[config.mk]
export PLATFORM = sky130hd
export DESIGN_NAME = alu_issue_ctrl_flat
export DESIGN_NICKNAME = d
export VERILOG_FILES = /design/src/rtl/alu_issue_ctrl_if.sv /design/src/rtl/alu_issue_ctrl.sv /design/src/flat_wrapper.sv
export SDC_FILE = /design/constraint.sdc
export NUM_CORES = 1
export LEC_CHECK = 0
export ABC_CLOCK_PERIOD_IN_PS = 4700
export BUFFER_PORTS_ARGS = -buffer_cell sky130_fd_sc_hd__buf_2
export CAP_MARGIN = 10
export CORE_ASPECT_RATIO = 2
export CORE_MARGIN = 2
export CORE_UTILIZATION = 60
export CTS_CLUSTER_SIZE = 28
export DETAILED_ROUTE_END_ITERATION = 12
export PLACE_DENSITY = 0.79
export SLEW_MARGIN = 30
export SYNTH_ARGS = -nofsm -noshare
export SYNTH_HDL_FRONTEND = slang
export SYNTH_SLANG_ARGS = --single-unit
[constraint.sdc]
create_clock -name clk -period 4.7 [get_ports clk]
set_clock_uncertainty 0.05 [all_clocks]
set_input_delay 0.47 -clock clk [delete_from_list [all_inputs] [get_ports clk]]
set_output_delay 0.47 -clock clk [all_outputs]
set_load 0.05 [all_outputs]
[src/rtl/alu_issue_ctrl_if.sv]
// Instruction handshake and ALU operand/result bus for alu_issue_ctrl.
// The master side is the issue controller; the slave side is fetch plus the ALU.
interface alu_issue_ctrl_if;
    logic [15:0] instr;
    logic        instr_valid;
    logic        instr_ready;
    logic [15:0] alu_a;
    logic [15:0] alu_b;
    logic [3:0]  alu_opcode;
    logic [3:0]  alu_opext;
    logic        alu_cin;
    logic [15:0] alu_s;
    logic [4:0]  alu_clfzn;

    modport master (
        input  instr, instr_valid, alu_s, alu_clfzn,
        output instr_ready, alu_a, alu_b, alu_opcode, alu_opext, alu_cin
    );

    modport slave (
        output instr, instr_valid, alu_s, alu_clfzn,
        input  instr_ready, alu_a, alu_b, alu_opcode, alu_opext, alu_cin
    );
endinterface

[src/rtl/alu_issue_ctrl.sv]
// Issue controller for the 16-bit ALU: decodes one instruction per 4 cycles,
// reads operands from a 16x16 register file, drives the ALU and writes back S/flags.
module alu_issue_ctrl #(
    parameter int unsigned REGS = 16
) (
    input  logic                clk,
    input  logic                reset,
    alu_issue_ctrl_if.master    bus,
    output logic [4:0]          psr,
    output logic                done,
    output logic                illegal,
    input  logic [3:0]          dbg_addr,
    output logic [15:0]         dbg_data
);
    typedef enum logic [1:0] {
        IDLE,
        READ,
        EXEC,
        WB
    } state_t;

    state_t      state;
    state_t      state_nx;
    logic [15:0] instr_q;
    logic [15:0] regs [REGS];
    logic [15:0] res_s;
    logic [4:0]  res_f;

    logic [3:0]  op;
    logic [3:0]  rd;
    logic [3:0]  ext;
    logic [3:0]  rs;
    logic        legal;
    logic [15:0] b_nx;
    logic [3:0]  opext_nx;

    assign op  = instr_q[15:12];
    assign rd  = instr_q[11:8];
    assign ext = instr_q[7:4];
    assign rs  = instr_q[3:0];

    assign bus.alu_cin = psr[4];

    always_comb begin
        legal = 1'b0;
        case (op)
            4'b0000: legal = (ext == 4'b0001) || (ext == 4'b0101) ||
                             (ext == 4'b0110) || (ext == 4'b0111);
            4'b1010: legal = (ext == 4'b0101) || (ext == 4'b0110);
            4'b0101, 4'b0110, 4'b0111: legal = 1'b1;
            default: legal = 1'b0;
        endcase
    end

    // Immediate forms replace operand B and force the opcode extension to zero.
    always_comb begin
        b_nx     = regs[rs];
        opext_nx = ext;
        case (op)
            4'b0101, 4'b0111: begin
                b_nx     = {{8{instr_q[7]}}, instr_q[7:0]};
                opext_nx = '0;
            end
            4'b0110: begin
                b_nx     = {8'h00, instr_q[7:0]};
                opext_nx = '0;
            end
            default: ;
        endcase
    end

    always_ff @(posedge clk) begin
        if (reset) begin
            state <= IDLE;
        end else begin
            state <= state_nx;
        end
    end

    always_comb begin
        state_nx        = state;
        bus.instr_ready = 1'b0;
        case (state)
            IDLE: begin
                bus.instr_ready = 1'b1;
                if (bus.instr_valid) begin
                    state_nx = READ;
                end
            end
            READ:    state_nx = EXEC;
            EXEC:    state_nx = WB;
            WB:      state_nx = IDLE;
            default: state_nx = IDLE;
        endcase
    end

    // done/illegal are registered on the EXEC->WB edge so they are high exactly in WB.
    always_ff @(posedge clk) begin
        if (reset) begin
            instr_q        <= '0;
            bus.alu_a      <= '0;
            bus.alu_b      <= '0;
            bus.alu_opcode <= '0;
            bus.alu_opext  <= '0;
            res_s          <= '0;
            res_f          <= '0;
            psr            <= '0;
            done           <= 1'b0;
            illegal        <= 1'b0;
            dbg_data       <= '0;
            for (int unsigned i = 0; i < REGS; i++) begin
                regs[4'(i)] <= '0;
            end
        end else begin
            done     <= 1'b0;
            illegal  <= 1'b0;
            dbg_data <= regs[dbg_addr];
            case (state)
                IDLE: begin
                    if (bus.instr_valid) begin
                        instr_q <= bus.instr;
                    end
                end
                READ: begin
                    bus.alu_a      <= regs[rd];
                    bus.alu_b      <= b_nx;
                    bus.alu_opcode <= op;
                    bus.alu_opext  <= opext_nx;
                end
                EXEC: begin
                    res_s   <= bus.alu_s;
                    res_f   <= bus.alu_clfzn;
                    done    <= 1'b1;
                    illegal <= !legal;
                end
                WB: begin
                    if (legal) begin
                        regs[rd] <= res_s;
                        psr      <= res_f;
                    end
                end
                default: ;
            endcase
        end
    end
endmodule

[src/flat_wrapper.sv]
// flat-port wrapper written by rule: the top's interface ports become plain ports
module alu_issue_ctrl_flat 
#(
    parameter int unsigned REGS = 16
)
  (clk, reset, psr, done, illegal, dbg_addr, dbg_data, bus_instr, bus_instr_valid, bus_alu_s, bus_alu_clfzn, bus_instr_ready, bus_alu_a, bus_alu_b, bus_alu_opcode, bus_alu_opext, bus_alu_cin);
  alu_issue_ctrl_if bus_i ();
  input  logic clk;
  input  logic reset;
  output logic [4:0] psr;
  output logic done;
  output logic illegal;
  input  logic [3:0] dbg_addr;
  output logic [15:0] dbg_data;
  input wire logic [$bits(bus_i.instr)-1:0] bus_instr;
  input wire logic [$bits(bus_i.instr_valid)-1:0] bus_instr_valid;
  input wire logic [$bits(bus_i.alu_s)-1:0] bus_alu_s;
  input wire logic [$bits(bus_i.alu_clfzn)-1:0] bus_alu_clfzn;
  output wire logic [$bits(bus_i.instr_ready)-1:0] bus_instr_ready;
  output wire logic [$bits(bus_i.alu_a)-1:0] bus_alu_a;
  output wire logic [$bits(bus_i.alu_b)-1:0] bus_alu_b;
  output wire logic [$bits(bus_i.alu_opcode)-1:0] bus_alu_opcode;
  output wire logic [$bits(bus_i.alu_opext)-1:0] bus_alu_opext;
  output wire logic [$bits(bus_i.alu_cin)-1:0] bus_alu_cin;
  assign bus_i.instr = bus_instr;
  assign bus_i.instr_valid = bus_instr_valid;
  assign bus_i.alu_s = bus_alu_s;
  assign bus_i.alu_clfzn = bus_alu_clfzn;
  assign bus_instr_ready = bus_i.instr_ready;
  assign bus_alu_a = bus_i.alu_a;
  assign bus_alu_b = bus_i.alu_b;
  assign bus_alu_opcode = bus_i.alu_opcode;
  assign bus_alu_opext = bus_i.alu_opext;
  assign bus_alu_cin = bus_i.alu_cin;
  alu_issue_ctrl #(.REGS(REGS)) u_core (.clk(clk), .reset(reset), .bus(bus_i), .psr(psr), .done(done), .illegal(illegal), .dbg_addr(dbg_addr), .dbg_data(dbg_data));
endmodule
==> impl_metrics.csv, run 1 <==
group,metric,value,unit
run_status,outcome,"complete, no violations",
detailed_routing,wl_per_cell,30.15,um
synthesis,synth_top_area_frac,0.3884,
floorplanning,rows,94,
worst_setup_path,path_class,"reg -> reg",
power_and_ir_drop,irDropWorstVdd,0.0005926,V
placed_design,io_buffers,108,
synthesis,ys.flop_type,"edfxtp_1",
worst_setup_path,required,4.95,ns
synthesis,yosysMostFrequentCell,"edfxtp_1",
sta,rsz0062_at_grt,"false",
power_and_ir_drop,cellPowerDensity,446.7,nW/um^2
finish,antenna_cells,0,
floorplanning,start_util,0.6053,
clock_network,cts_buffers,31,
synthesis,avgSynthCellArea,12.78,sq um
clock_network,cts.clk_slew.worst_paths,0.07,ns
sta,tightest_slew,1.188,ns
synthesis,synth.area.top_cells,"edfxtp_1 39%, mux4_2 17%, dfxtp_1 11%, mux2i_1 7.0%, nor3_1 4.5%",
sta,fin_crit,2.954,ns
finish,drive_above_1_share,0.3093,
clock_network,clkSinkCount,362,
detailed_routing,dr.pass1.iters,5,
floorplanning,die_h,260.9,um
global_routing,grt_pass1_vias,14570,
placed_design,dpl.hpwl,42.13,mm
global_routing,antenna_found_initial,0,
synthesis,synth_seq_cells,362,
worst_setup_path,critPathMaxFanout,113,
detailed_routing,vias,14770,
synthesis,synthArstFlopShare,0,
clock_network,cts_tree,"done",
synthesis,yosysTopAreaCell,"edfxtp_1",
synthesis,synth_edf_count,256,
detailed_routing,drc,0,
detailed_routing,ant_nets,0,
synthesis,yosys_warnings,0,
floorplanning,core_area,32700,sq um
global_routing,grt_max_degree,114,
finish,stdcell_area,21780,sq um
sta,slew_headroom,0.2064,
power_and_ir_drop,p_seq_frac,0.418,
synthesis,synthDistinctLibCells,52,
min_path,hold_path_class,"in -> reg",
job,maxCapViolations,0,
floorplanning,die-area,34550,sq um
finish,seq_area,9822,sq um
synthesis,ys_seq_area_frac,0.4956,
power_and_ir_drop,switchingPower,3.627,mW
detailed_routing,viasPerCell,7.324,
power_and_ir_drop,power,9.728,mW
detailed_routing,drt-initial-drc-count,2101,
clock_network,ctsResizeCount,0,
clock_network,clockRootBuffer,"clkbuf_16",
synthesis,synth_area,19790,sq um
finish,fillers,2417,
sta,setup-violations-final,0,
synthesis,syn-num-nets,1597,
sta,final.setup.tns,0,ns
power_and_ir_drop,p_clk_frac,0.275,
global_routing,grt_pass1_wl,90.36,mm
detailed_routing,routed_wl,60.79,mm
synthesis,synth_common_cells,"256 x edfxtp_1, 176 x nor3_1, 146 x mux4_2, 139 x mux2i_1, 116 x nand2_1",
global_routing,overflow,0,
global_routing,grt_usage,0.3499,
sta,max_clock_freq,0.3385,GHz
finish,area_growth,10.03,%
floorplanning,die_w,132.4,um
worst_setup_path,cp-end-kind,"flop",
clock_network,clockBufferDepth,3,
clock_network,clk_latency,0.59,ns
placed_design,dpl_cell_area,20660,sq um
floorplanning,pin_count,109,
worst_setup_path,cp.arrival,3.20,ns
synthesis,netlist_instances,1549,
sta,hold_viol,0,
sta,finalMaxSlewViolations,0,
power_and_ir_drop,power.internal,6.101,mW
sta,fin_crit_sh,0.6285,
power_and_ir_drop,swShare,0.3729,
placed_design,routabilityCongestion,0.9570,
power_and_ir_drop,p_comb_frac,0.307,
worst_setup_path,critPathLaunchType,"flop",
clock_network,ctsHoldBuffers,0,
clock_network,htreeDepth,1,
power_and_ir_drop,leakage,6.848,nW
clock_network,post_cts_buffers,0,
finish,multi_input_area,9444,sq um
finish,nets,1608,
critical path, cell delays in order (launching register included):
cell      delay [ns]
dfxtp_1         0.49
a21bo_2         0.20
a21boi_1        0.11
a21oi_4         0.19
buf_12          0.50
buf_4           0.87
nor3_1          0.16
per-stage QoR:
step / cells / util / hold WS, ns / worst slack (ns)
6_report: 2016 / 0.6660 / 0.06355 / 1.746
5_1_grt: 2016 / 0.6660 / 0.07663 / 1.625
4_1_cts: 2011 / 0.6641 / 0.05576 / 1.618
3_5_place_dp: 1954 / 0.6319 / 0.4024 / 1.628
3_3_place_gp: 1949 / 0.6299 / 0.3953 / 1.692
2_1_floorplan: 1549 / - / 0.3875 / 1.582
final cells by class:
type                       instances  share of cell area
sequential                       362              0.4510
tap                              432             0.02482
multi-input combinational       1015              0.4337
clock buffer                      37             0.03947
timing repair buffer             147             0.04160
inverter                           3           0.0005171
clock inverter                    20            0.008906
kinds of logic (layout without fill, tap and decap cells):
group                      after synthesis  after routing  share of synthesized area
and+or+nand+nor                        518            518                     0.1448
DFF                                    362            362                     0.4956
muxes                                  300            300                     0.2450
AOI/OAI and AO/OA                      193            193                    0.07162
buffers and inverters                  172            207                    0.04046
adders and majority gates                4              4                   0.002529
power by group through the flow:
stage / registers, mW / clock network, mW / logic, mW
2_1_floorplan: 4.38 / 0 / 1.75
3_3_place_gp: 4.10 / 0 / 2.87
3_5_place_dp: 4.12 / 0 / 2.92
4_1_cts: 4.05 / 2.68 / 2.93
5_1_grt: 4.10 / 2.78 / 3.10
6_report: 4.06 / 2.68 / 2.99
cells in the final DEF (no fill, tap or decap), types with 3 or more instances in the layout:
master / n
mux2_2: 15
a31oi_1: 8
nor2b_1: 24
o22ai_1: 54
mux4_2: 146
dfxtp_4: 3
o31ai_4: 12
nand2_1: 115
a311oi_1: 16
nand3b_1: 4
o221ai_1: 8
nor3_2: 80
o21ai_0: 8
o41ai_4: 4
buf_2: 107
dfxtp_1: 102
nand3_1: 6
mux2i_1: 139
nor2_1: 73
clkbuf_8: 4
buf_6: 12
nand2b_1: 17
clkinv_4: 5
a22oi_1: 29
ha_1: 3
nor3_1: 176
buf_4: 26
clkbuf_16: 32
a21oi_1: 20
clkinvlp_4: 8
or3b_2: 3
o221a_2: 7
edfxtp_1: 256
a211oi_1: 15
registers in the layout, summed over array words and instances, names as in the netlist, named ones only:
| signal | cells |
|---|---|
| u_core.res_f | 5 |
| u_core.dbg_data | 16 |
| u_core.done | 1 |
| u_core.res_s | 16 |
| u_core.regs | 256 |
| u_core.bus.alu_b | 16 |
| u_core.illegal | 1 |
| u_core.instr_q | 16 |
| u_core.psr | 5 |
| u_core.bus.alu_a | 16 |
| u_core.bus.alu_opext | 4 |
| u_core.state | 2 |
| u_core.bus.alu_opcode | 4 |
path summary, 6_finish.rpt:
check                     startpoint                 to  slack [ns]  cells after the start
setup / recovery  u_core.instr_q[15]  u_core.regs[2][3]        1.75                      6
hold reg to reg        u_core.psr[0]      u_core.psr[0]        0.41                      2
setup reg to reg  u_core.instr_q[15]  u_core.regs[2][3]        1.75                      6
hold / removal      bus_alu_clfzn[3]    u_core.res_f[3]        0.06                      3
layer usage:
| layer | global-route usage | share of wire | vias to the layer above |
|---|---|---|---|
| li1 | - | - | 6106 |
| met1 | 0.4225 | 0.32 | 7262 |
| met4 | 0.2336 | 0.076 | 0 |
| met3 | 0.04953 | 0.10 | 244 |
| met5 | 0 | 0 | - |
| met2 | 0.5859 | 0.50 | 1154 |
Power figures use the tool's default switching activity.
==> run 2, diff against run 1 <==
Settings changed: ABC_CLOCK_PERIOD_IN_PS 4700 to 2350, CORE_UTILIZATION 60 to 56, PLACE_DENSITY 0.79 to 0.77.
Clock period 4.7 ns to 2.35 ns, I/O delays scaled along.
==> run 2 against run 1 <==
Effect of this change:
- combinational power rose by 120%
- sequential share of layout area fell by 3.1 points
- critical path type unchanged
- largest cell class unchanged
- hold slack improved by 0.0023 ns
- sequential power rose by 97%
==> impl_metrics.csv, run 2 (synthesis results as in run 1) <==
group,metric,value,unit
finish,fin_util,0.6686,
power_and_ir_drop,cellPowerDensity,886.8,nW/um^2
sta,tightest_slew,0.9911,ns
placed_design,placedCellCount,2060,
worst_setup_path,critPathSlowestCell,"dfxtp_2",
sta,max_clock_freq,0.4275,GHz
finish,largest_reg_flops,256,
detailed_routing,viasPerCell,7.227,
worst_setup_path,cp.arrival,2.52,ns
detailed_routing,ant_nets,0,
floorplanning,core_area,34950,sq um
sta,fin_crit,2.339,ns
detailed_routing,wl_per_cell,30.38,um
floorplanning,pin_count,109,
finish,final_cells,2162,
sta,hold_viol,0,
worst_setup_path,path_class,"reg -> reg",
worst_setup_path,required,2.53,ns
floorplanning,die_h,269.9,um
placed_design,dpl.hpwl,45.24,mm
detailed_routing,vias,15630,
global_routing,antenna_found_initial,2,
clock_network,clockBufferDepth,3,
finish,mostFrequentLayoutCells,"256 x edfxtp_1, 176 x nor3_1, 146 x mux4_2",
power_and_ir_drop,power,20.72,mW
clock_network,clk_latency,0.54,ns
global_routing,grt_pass1_wl,96.67,mm
worst_setup_path,cp-end-kind,"flop",
sta,rsz0062_at_grt,"false",
power_and_ir_drop,irDropWorstVdd,0.001253,V
finish,drive_above_1_share,0.3386,
detailed_routing,routed_wl,65.67,mm
run_status,outcome,"complete, no violations",
sta,fin_crit_sh,0.9955,
global_routing,grt_max_degree,66,
clock_network,cts_tree,"done",
detailed_routing,drt-initial-drc-count,1983,
power_and_ir_drop,leakage,7.645,nW
sta,setup-violations-final,0,
detailed_routing,drc,0,
sta,slew_headroom,0.3348,
min_path,hold_path_class,"in -> reg",
clock_network,clkSinkCount,362,
worst_setup_path,critPathMaxFanout,11,
floorplanning,start_util,0.5663,
worst_setup_path,critPathLaunchType,"flop",
placed_design,routabilityCongestion,0.9972,
clock_network,clockRootBuffer,"clkbuf_16",
global_routing,grt_usage,0.3576,
finish,largest-register,"u_core.regs",
clock_network,cts.clk_slew.worst_paths,0.07,ns
clock_network,cts_buffers,34,
global_routing,overflow,0,
floorplanning,die_w,136.9,um
global_routing,grt_pass1_vias,16110,
sta,fin_ws,0.01061,ns
finish,nets,1739,
floorplanning,die-area,36950,sq um
worst_setup_path,path_delay_family,"compound AO/OA/AOI/OAI gates",
placed_design,dpl_worst_slack,0.05185,ns
sta,finalMaxSlewViolations,0,
finish,final_common_cell,"edfxtp_1",
job,maxCapViolations,0,
worst_setup_path,crit_chain,"a21bo_2 -> a21boi_2 -> a21oi_4 -> buf_12 -> o31ai_4 -> buf_4",
finish,area_growth,18.07,%
placed_design,io_buffers,108,
worst_setup_path,slowest_delay,0.41,ns
clock_network,htreeDepth,2,
worst_setup_path,crit_buf_inv,2,
detailed_routing,dr.pass1.iters,5,
floorplanning,rows,97,
run 2: final timing paths:
kind | cells after the start | slack (ns) | endpoint | from
setup / recovery | 6 | 0.01 | u_core.regs[11][13] | u_core.instr_q[6]
hold / removal | 2 | 0.07 | u_core.res_s[15] | reset
setup reg to reg | 6 | 0.01 | u_core.regs[11][13] | u_core.instr_q[6]
hold reg to reg | 2 | 0.42 | u_core.bus.alu_opext[0] | u_core.bus.alu_opext[0]
run 2: layer usage:
layer	vias to the layer above	global-route usage	share of wire
li1	6385	-	-
met1	7524	0.3907	0.30
met2	1279	0.5898	0.50
met3	435	0.08690	0.12
met4	2	0.2680	0.090
met5	-	0	0.00018
run 2: area by class of cell:
| class | count | area (sq um) |
|---|---|---|
| diodes | 1 | 2.502 |
| clock buffers | 39 | 900.9 |
| clock inverters | 22 | 289.0 |
| fillers | 2472 | 11580 |
| inverters | 3 | 11.26 |
| multi-input cells | 1016 | 9454 |
| flip-flops and latches | 362 | 9826 |
| well taps | 445 | 556.8 |
| repair buffers | 274 | 2328 |
run 2: worst reg2reg max path: stages, from the launching register on:
cell and delay (ns):
dfxtp_2 0.41, a21bo_2 0.27, a21boi_2 0.34, a21oi_4 0.20, buf_12 0.21, o31ai_4 0.31, buf_4 0.24
run 2: timing repair:
action | CTS | global route
hold buffers | 38 | 0
setup buffers | 0 | 1
gates resized for setup | 0 | 3
setup endpoints to repair | 0 | 98
hold endpoints to repair | 42 | 0
run 2: metrics by stage:
step	hold slack (ns)	TNS [ns]	area, sq um
after floorplan	0.3134	-21.34	19990
after global placement	0.3936	0	21770
after detailed placement	0.4023	0	21770
after CTS	0.04534	0	23340
after global routing	0.06628	0	23370
final	0.06583	0	23370
run 2: report_power, final:
group | internal (mW) | total (mW) | switching, mW
Clock | 3.53 | 6.02 | 2.48
Combinational | 2.36 | 6.72 | 4.36
Sequential | 7.41 | 7.99 | 0.576
==> run 3, diff against run 2 <==
Settings changed: ABC_CLOCK_PERIOD_IN_PS 2350 to 2300, CORE_UTILIZATION 56 to 60, PLACE_DENSITY 0.77 to 0.79, SETUP_SLACK_MARGIN set to 0.1.
Clock period 2.35 ns to 2.3 ns, I/O delays scaled along.
==> run 3 against run 2 <==
Effect of this change:
- the flow now finishes with violations (setup timing)
- worst setup slack worse by 0.12 ns
- routed wire length grew 8.2%
- first-iteration DRC count is 40% higher
- combinational power is 6.2% higher
==> impl_metrics.csv, run 3 (synthesis results as in run 1) <==
group,metric,value,unit
run_status,outcome,"finished with violations",
run_status,violations,"setup timing",
job,maxCapViolations,0,
worst_setup_path,reg2reg_from,"u_core.instr_q[14]",
clock_network,clk_latency,0.55,ns
detailed_routing,dr.pass1.iters,6,
sta,fin_ws,-0.1107,ns
power_and_ir_drop,cellPowerDensity,883.3,nW/um^2
detailed_routing,routed_wl,71.06,mm
detailed_routing,ant_nets,0,
finish,fin_util,0.7335,
floorplanning,die_w,132.4,um
placed_design,dpl_worst_slack,-0.07652,ns
worst_setup_path,endpoint,"u_core.regs[13][4]",
clock_network,htreeDepth,2,
floorplanning,rows,94,
finish,largest-register,"u_core.regs",
global_routing,antenna_found_initial,1,
floorplanning,pin_count,109,
placed_design,dpl.hpwl,44.93,mm
global_routing,grt_pass1_vias,16240,
placed_design,routabilityCongestion,0.9460,
power_and_ir_drop,irDropWorstVdd,0.0009384,V
clock_network,clkSinkCount,362,
power_and_ir_drop,leakage,7.950,nW
detailed_routing,vias,16240,
sta,tightest_slew,1.013,ns
worst_setup_path,r2r_cells,8,
power_and_ir_drop,power,21.18,mW
clock_network,cts_buffers,34,
worst_setup_path,critPathMaxFanout,7,
global_routing,grt_max_degree,69,
sta,fin_crit,2.411,ns
floorplanning,core_area,32700,sq um
sta,rsz0062_at_grt,"true",
worst_setup_path,path_class,"reg -> reg",
worst_setup_path,critPathLaunchType,"flop",
clock_network,cts_tree,"done",
finish,final_common_cell,"edfxtp_1",
worst_setup_path,critPathMostFrequentCell,"buf_12",
floorplanning,die_h,260.9,um
detailed_routing,wl_per_cell,32.49,um
global_routing,overflow,0,
finish,nets,1778,
global_routing,grt_pass1_wl,100.5,mm
min_path,hold_path_class,"in -> reg",
detailed_routing,drt-initial-drc-count,2782,
sta,max_clock_freq,0.4148,GHz
worst_setup_path,cp-end-kind,"flop",
sta,finalMaxSlewViolations,0,
worst_setup_path,crit_cells,8,
worst_setup_path,critPathSlowestCell,"a2111oi_4",
finish,fillers,2080,
detailed_routing,viasPerCell,7.424,
worst_setup_path,crit_buf_inv,4,
worst_setup_path,cp.arrival,2.62,ns
finish,mostFrequentLayoutCells,"256 x edfxtp_1, 165 x nor3_1, 146 x mux4_2",
finish,largest_reg_flops,256,
worst_setup_path,slowest_delay,0.39,ns
worst_setup_path,path_delay_family,"compound AO/OA/AOI/OAI gates",
worst_setup_path,crit_chain,"or2_1 -> a2111oi_4 -> a21oi_4 -> buf_12 -> buf_12 -> o31ai_4 -> buf_4 -> buf_8",
sta,fin_crit_sh,1.048,
finish,area_growth,21.16,%
sta,slew_headroom,0.3223,
clock_network,cts.clk_slew.worst_paths,0.07,ns
sta,whs,0.009470,ns
sta,hold_viol,0,
sta,setup-violations-final,173,
global_routing,grt_usage,0.3961,
finish,antenna_cells,0,
detailed_routing,drc,0,
worst_setup_path,required,2.51,ns
worst_setup_path,r2r_slack,-0.11,ns
placed_design,io_buffers,108,
worst_setup_path,r2r-end,"u_core.regs[13][4]",
clock_network,clockBufferDepth,3,
floorplanning,start_util,0.6053,
finish,drive_above_1_share,0.3630,
worst_setup_path,timing.critical_path.from,"u_core.instr_q[14]",
clock_network,clockRootBuffer,"clkbuf_16",
floorplanning,die-area,34550,sq um
-- run 3: worst reg2reg max path, cell delays in order, from the launching register on --
cell       delay, ns
dfxtp_2         0.34
or2_1           0.23
a2111oi_4       0.39
a21oi_4         0.18
buf_12          0.19
buf_12          0.15
o31ai_4         0.23
buf_4           0.21
buf_8           0.16
-- run 3: where the power goes --
| group | leakage [nW] | internal [mW] | switching [mW] |
|---|---|---|---|
| sequential | 3.52 | 7.58 | 0.668 |
| combinational | 3.90 | 2.54 | 4.60 |
| clock | 0.533 | 3.25 | 2.56 |
-- run 3: how the worst min path moves through the flow --
stage,startpoint,endpoint,depth (start not counted)
detailed placement,u_core.bus.alu_opext[1],u_core.bus.alu_opext[1],2
finish,reset,u_core.res_s[13],2
CTS,reset,u_core.res_s[13],2
floorplan,bus_instr[12],u_core.instr_q[12],2
global placement,u_core.res_f[3],u_core.psr[3],2
global route,reset,u_core.res_s[15],2
-- run 3: cell type report --
type / instances / area (sq um) / share of cell area
Multi-Input combinational cell: 1015 / 9527 / 0.3972
Clock buffer: 48 / 987.2 / 0.04116
Inverter: 3 / 11.26 / 0.0004696
Sequential cell: 362 / 9836 / 0.4101
Timing Repair Buffer: 314 / 2953 / 0.1231
Tap cell: 432 / 540.5 / 0.02254
Clock inverter: 13 / 127.6 / 0.005322
-- run 3: routing by layer --
metal / GRT usage / part of all wire
met5: 0 / 0.00018
met4: 0.3629 / 0.11
met3: 0.07925 / 0.13
met2: 0.6415 / 0.47
met1: 0.4380 / 0.29
-- run 3: timing repair --
item,CTS,global route
endpoints found under the setup margin,213,339
pin swaps,9,5
resized for setup,38,31
endpoints found under the hold margin,42,0
hold buffers,38,0
cloned,5,5
setup buffers,15,15
-- run 3: per-stage QoR --
step | TNS, ns | cell area (sq um) | instances
3_3_place_gp | -0.4455 | 21760 | 2049
6_report | -6.510 | 23980 | 2187
2_1_floorplan | -10.37 | 20030 | 1549
3_5_place_dp | -0.5261 | 21760 | 2049
5_1_grt | -4.450 | 23980 | 2187
4_1_cts | -0.4755 | 23610 | 2168
